--- src/rtl/rv_ctrl_pkg.sv ---
// rv_ctrl_pkg
// Shared pipeline-control definitions for the RV32I core:
//   - optype encodings, identical to the decoder's hazard_optype output
//   - ID operand forward-select encodings
//   - shadow pipeline entry struct used by the hazard unit
//   - register match helper used for every hazard/forward decision
package rv_ctrl_pkg;

   localparam int REG_IDX_BITS = 5;

   localparam logic [1:0] OPT_NONE  = 2'd0;
   localparam logic [1:0] OPT_ALU   = 2'd1;
   localparam logic [1:0] OPT_LOAD  = 2'd2;   // CSR ops are classed as loads
   localparam logic [1:0] OPT_STORE = 2'd3;

   localparam logic [1:0] FWD_RF      = 2'd0;
   localparam logic [1:0] FWD_EX_ALU  = 2'd1;
   localparam logic [1:0] FWD_MEM_ALU = 2'd2;
   localparam logic [1:0] FWD_MEM_LD  = 2'd3;

   typedef struct packed {
      logic [1:0]              optype;
      logic [REG_IDX_BITS-1:0] rd;
      logic                    store_fwd;   // store data must come from the WB load
   } shadow_entry_t;

   localparam shadow_entry_t SHADOW_BUBBLE = '{
      optype:    OPT_NONE,
      rd:        {REG_IDX_BITS{1'b0}},
      store_fwd: 1'b0
   };

   // A source operand depends on an entry when it is used, is not x0,
   // names the entry's destination, and the entry is of the given kind.
   function automatic logic reg_match(
      input logic [REG_IDX_BITS-1:0] rs,
      input logic                    src_used,
      input shadow_entry_t           entry,
      input logic [1:0]              opt
   );
      logic hit;
      hit = src_used && (rs != {REG_IDX_BITS{1'b0}}) &&
            (entry.rd == rs) && (entry.optype == opt);
      return hit;
   endfunction

endpackage

--- src/rtl/hazard_track_stage.sv ---
// hazard_track_stage
// One shadow pipeline register of the hazard unit.
//   clk      core clock
//   rst_n    asynchronous active-low reset, resets to a bubble
//   advance  capture d on the next rising edge
//   bubble   capture a bubble instead (has priority over advance)
//   d        incoming entry from the previous stage
//   q        current stage occupant
module hazard_track_stage
   import rv_ctrl_pkg::*;
(
   input  logic          clk,
   input  logic          rst_n,
   input  logic          advance,
   input  logic          bubble,
   input  shadow_entry_t d,
   output shadow_entry_t q
);

   // Stage occupant register with bubble insertion
   always_ff @(posedge clk or negedge rst_n) begin
      if (!rst_n) begin
         q <= SHADOW_BUBBLE;
      end else if (bubble) begin
         q <= SHADOW_BUBBLE;
      end else if (advance) begin
         q <= d;
      end else begin
         q <= q;
      end
   end

endmodule

--- src/rtl/hazard_detect_unit.sv ---
// hazard_detect_unit
// Stall / flush / forwarding controller for the 5-stage RV32I pipeline.
// Tracks shadow copies of the EX and MEM occupants and, from the ID
// instruction's decode, produces:
//   pc_stall, ifid_stall, idex_bubble   load-use stall (one bubble)
//   ifid_flush, idex_flush, exmem_flush branch / trap squashes
//   fwd_rs1_sel, fwd_rs2_sel            ID operand forwarding selects
//   mem_fwd_rs2                         store in MEM takes WB load data
// Inputs: decoder use flags, optype, register indices, branch_id and
// trap_flush. Everything except mem_fwd_rs2 is combinational.
module hazard_detect_unit
   import rv_ctrl_pkg::*;
#(
   parameter int NUM_REG_BITS = 5
) (
   input  logic                    clk,
   input  logic                    rst_n,
   input  logic                    rs1use_id,
   input  logic                    rs2use_id,
   input  logic [1:0]              optype_id,
   input  logic [NUM_REG_BITS-1:0] rs1_id,
   input  logic [NUM_REG_BITS-1:0] rs2_id,
   input  logic [NUM_REG_BITS-1:0] rd_id,
   input  logic                    branch_id,
   input  logic                    trap_flush,
   output logic                    pc_stall,
   output logic                    ifid_stall,
   output logic                    idex_bubble,
   output logic                    ifid_flush,
   output logic                    idex_flush,
   output logic                    exmem_flush,
   output logic [1:0]              fwd_rs1_sel,
   output logic [1:0]              fwd_rs2_sel,
   output logic                    mem_fwd_rs2
);

   shadow_entry_t id_entry_s;
   shadow_entry_t ex_entry_r;
   shadow_entry_t mem_entry_r;

   logic ex_ld_rs1_s;
   logic ex_ld_rs2_s;
   logic load_use_s;
   logic stall_s;
   logic store_fwd_s;
   logic ex_bubble_s;

   // Select the youngest producer of an operand; EX beats MEM.
   // A LOAD still in EX either stalls or (store data) is handled in MEM,
   // so it yields the register file here.
   function automatic logic [1:0] fwd_pick(
      input logic [REG_IDX_BITS-1:0] rs,
      input logic                    src_used,
      input shadow_entry_t           ex_e,
      input shadow_entry_t           mem_e
   );
      logic [1:0] sel;
      if (reg_match(rs, src_used, ex_e, OPT_ALU)) begin
         sel = FWD_EX_ALU;
      end else if (reg_match(rs, src_used, ex_e, OPT_LOAD)) begin
         sel = FWD_RF;
      end else if (reg_match(rs, src_used, mem_e, OPT_ALU)) begin
         sel = FWD_MEM_ALU;
      end else if (reg_match(rs, src_used, mem_e, OPT_LOAD)) begin
         sel = FWD_MEM_LD;
      end else begin
         sel = FWD_RF;
      end
      return sel;
   endfunction

   // Load-use detection and the ID entry handed to the EX shadow
   always_comb begin
      ex_ld_rs1_s = reg_match(rs1_id, rs1use_id, ex_entry_r, OPT_LOAD);
      ex_ld_rs2_s = reg_match(rs2_id, rs2use_id, ex_entry_r, OPT_LOAD);
      // Store data of a store behind a load is patched in MEM, not stalled on
      load_use_s  = ex_ld_rs1_s || (ex_ld_rs2_s && (optype_id != OPT_STORE));
      stall_s     = load_use_s && !trap_flush;
      store_fwd_s = (optype_id == OPT_STORE) && ex_ld_rs2_s && !ex_ld_rs1_s;
      ex_bubble_s = stall_s || trap_flush;

      id_entry_s.optype    = optype_id;
      id_entry_s.rd        = rd_id;
      id_entry_s.store_fwd = store_fwd_s;
   end

   hazard_track_stage u_ex_stage (
      .clk     (clk),
      .rst_n   (rst_n),
      .advance (1'b1),
      .bubble  (ex_bubble_s),
      .d       (id_entry_s),
      .q       (ex_entry_r)
   );

   hazard_track_stage u_mem_stage (
      .clk     (clk),
      .rst_n   (rst_n),
      .advance (1'b1),
      .bubble  (trap_flush),
      .d       (ex_entry_r),
      .q       (mem_entry_r)
   );

   // Stall, flush and forward-select outputs; forced quiet during reset
   always_comb begin
      pc_stall    = 1'b0;
      ifid_stall  = 1'b0;
      idex_bubble = 1'b0;
      ifid_flush  = 1'b0;
      idex_flush  = 1'b0;
      exmem_flush = 1'b0;
      fwd_rs1_sel = FWD_RF;
      fwd_rs2_sel = FWD_RF;
      if (rst_n) begin
         pc_stall    = stall_s;
         ifid_stall  = stall_s;
         idex_bubble = stall_s;
         // A stalled branch re-resolves next cycle; a trap squashes regardless
         ifid_flush  = trap_flush || (branch_id && !stall_s);
         idex_flush  = trap_flush;
         exmem_flush = trap_flush;
         if (stall_s) begin
            fwd_rs1_sel = FWD_RF;
            fwd_rs2_sel = FWD_RF;
         end else begin
            fwd_rs1_sel = fwd_pick(rs1_id, rs1use_id, ex_entry_r, mem_entry_r);
            fwd_rs2_sel = fwd_pick(rs2_id, rs2use_id, ex_entry_r, mem_entry_r);
         end
      end else begin
         pc_stall    = 1'b0;
         ifid_stall  = 1'b0;
         idex_bubble = 1'b0;
         ifid_flush  = 1'b0;
         idex_flush  = 1'b0;
         exmem_flush = 1'b0;
         fwd_rs1_sel = FWD_RF;
         fwd_rs2_sel = FWD_RF;
      end
   end

   assign mem_fwd_rs2 = mem_entry_r.store_fwd;

endmodule

--- config.mk ---
export PLATFORM = sky130hd
export DESIGN_NAME = hazard_detect_unit
export DESIGN_NICKNAME = d
export VERILOG_FILES = /design/src/rtl/rv_ctrl_pkg.sv /design/src/rtl/hazard_track_stage.sv /design/src/rtl/hazard_detect_unit.sv
export SDC_FILE = /design/constraint.sdc
export NUM_CORES = 1
export LEC_CHECK = 0
export CORE_MARGIN = 8
export CORE_UTILIZATION = 48
export DETAILED_ROUTE_END_ITERATION = 12
export PLACE_DENSITY = 0.91
export SYNTH_ARGS = -nofsm -noshare
export SYNTH_HDL_FRONTEND = slang
export SYNTH_SLANG_ARGS = --single-unit
--- constraint.sdc ---
create_clock -name clk -period 3.4 [get_ports clk]
set_clock_uncertainty 0.05 [all_clocks]
set_input_delay 0.68 -clock clk [delete_from_list [all_inputs] [get_ports clk]]
set_output_delay 0.68 -clock clk [all_outputs]
set_load 0.005 [all_outputs]
==> out/metrics.cfg <==
[clocking]
cts_tree = done
cts_root_buffer = clkbuf_4
htree_levels = 1
cts_buffer_depth = 2
numCtsBuffers = 3
clk_latency_ns = 0.28
cts_num_sinks = 16
path_clk_slew_ns = 0.09

[worst_setup_path]
start_kind = input port
crit_family = buffers and inverters
crit_slowest_cell = clkdlybuf4s50_1
slowest_delay_ns = 0.45
worstPathArrival_ns = 2.60
criticalPathCategory = in2out
path_cells = clkdlybuf4s50_1, xnor2_1, nand4_1, buf_4, nor3_4, a31oi_2, o22a_1, dlygate4sd2_1
end_kind = primary output
crit_fanout = 3
path_buf_inv = 3
cp_data_required_time_ns = 2.67

[final_layout]
layout.nets = 186
mostFrequentLayoutCells = clkdlybuf4s50_1, buf_4, xnor2_1
n_antenna_cell = 0
final_layout_size_suffix_gt1_share_pct = 30.2
final_cell_area_um2 = 1680
area_growth_pct = 62.1

[route]
drt-total-wl_um = 3200
wl_per_cell_um = 16.8
initialDrtViolationCount = 37
viasPerCell = 5.31
vias = 1009
dr.pass1.iters = 4
post-route-drc-count = 0
ant_nets = 0

[global_routing]
use_met2_pct = 29.1
use_met3_pct = 3.23
grt_use_met1_pct = 16.1
antenna_found_initial = 0
grt_busiest_layer = met2
grt_max_degree = 15
gr-total-overflow = 0
grt_usage_pct = 15.0
grt_pass1_wl_um = 4880
grt_pass1_vias = 1037

[synthesis]
ys_warn_count = 0
async_reset_ff_share_pct = 100
synth.distinct_cells = 33
ys_seq_area_share_pct = 38.6
postSynthCellCount = 105
synthesis.nets = 128
synthFlopType = dfrtp_1
synth_edf_count = 0
syn_avg_cell_area_um2 = 9.88
syn-cell-area_um2 = 1040
ys_seq_elements = 16

[timing]
fmax_mhz = 301
finalSetupViolCount = 0
finalCritPeriodShare_pct = 97.8
relSlewSlack_pct = 77.9
fin_setup_tns_ns = 0
setup_ws_ns = 0.0735
min_period_ns = 3.33
hold_viol_final = 0
slew_viol_final = 0
worst_slew_pin_slew_ns = 0.332
whs_ns = 0.437

[floorplanning]
dieArea_um2 = 3900
coreArea_um2 = 2130
start_util_pct = 48.8
fp.dieH_um = 62.5
placementRows = 17
die_x_um = 62.5
ioPinCount = 34

[power_and_ir_drop]
ir_drop_v = 0.000261
power_uw = 450
p_leak_uw = 0.000717
cellPowerDensity_nw_per_um2 = 267

[placed_design]
numPortBuffers = 33
dp_slack_ns = -0.320
dpl_cell_area_um2 = 1530
place_congestion = 0.921
post-dp-hpwl_um = 2530

[outcome]
status = complete, no violations

[hold_path]
worstHoldPathType = reg2reg

[job]
cap_violations = 0

==> power by group <==
group | internal [uW] | switching, uW | leakage [uW]
logic | 69.5 | 52.9 | 0.000484
registers | 198 | 9.40 | 0.000212
clock network | 65.1 | 54.9 | 0.0000210
==> through the flow <==
stage	std cells	util (%)
finish	190	79.1
detailed placement	182	71.8
CTS	189	77.1
global placement	182	71.8
floorplan	105	-
global route	190	79.1
==> Yosys cell counts, drive strengths merged (2+ instances only) <==
library cell / n / area [um2]
buf: 3 / 22.5
xnor2: 19 / 166
and2: 8 / 50.1
nand4: 2 / 12.5
or2: 2 / 12.5
or4: 2 / 22.5
a311oi: 2 / 35.0
nor2b: 10 / 62.6
dfrtp: 16 / 400
o21ai: 2 / 13.8
nor4: 2 / 12.5
xor2: 2 / 17.5
nor2: 5 / 18.8
inv: 2 / 7.51
nand2: 6 / 22.5
nor3: 5 / 35.0
o2111ai: 3 / 26.3
nand3: 2 / 10.0
==> registers in the layout (all words and copies together), names as in the netlist <==
| name | cells |
|---|---|
| u_ex_stage.q | 8 |
| u_mem_stage.q | 8 |
==> metal layers <==
metal | wire, um | vias up | part of all wire (%)
met1 | 1230 | 492 | 38
met5 | 0 | - | 0
met4 | 69 | 0 | 2.2
li1 | - | 477 | -
met3 | 141 | 6 | 4.4
met2 | 1760 | 34 | 55
==> path summary, 6_finish.rpt <==
kind,start,endpoint,slack [ns],cells after the start
setup / recovery,rs1_id[4],fwd_rs1_sel[0],0.07,8
hold / removal,u_ex_stage.q[0],u_mem_stage.q[0],0.44,1
setup reg to reg,u_ex_stage.q[5],u_ex_stage.q[3],1.41,8
hold reg to reg,u_ex_stage.q[0],u_mem_stage.q[0],0.44,1
max in group asynchronous,rst_n,u_ex_stage.q[1],2.40,2
min in group asynchronous,rst_n,u_mem_stage.q[6],0.71,2
==> cell families (layout without fill, tap and decap cells) <==
kind of cell | after synthesis | count (layout) | synth area share, %
flip-flops | 16 | 16 | 38.6
buffers and inverters | 6 | 63 | 3.26
XOR/XNOR | 21 | 21 | 17.7
AND/OR/NAND/NOR | 49 | 49 | 29.0
AO/OA/AOI/OAI | 13 | 13 | 11.5
==> area by class of cell <==
cell class	instances	area, um2
Inverter	2	7.51
Fill cell	150	445
Tap cell	28	35.0
Sequential cell	16	400
Clock buffer	4	36.3
Multi-Input combinational cell	83	698
Timing Repair Buffer	57	504
==> repair_timing <==
| item | 4_1_cts | 5_1_grt |
|---|---|---|
| resized for setup | 23 | 10 |
| setup buffers | 3 | 1 |
| hold buffers | 0 | 0 |
| setup endpoints to repair | 8 | 7 |
| pin swaps | 8 | 6 |
Power figures use the tool's default switching activity.
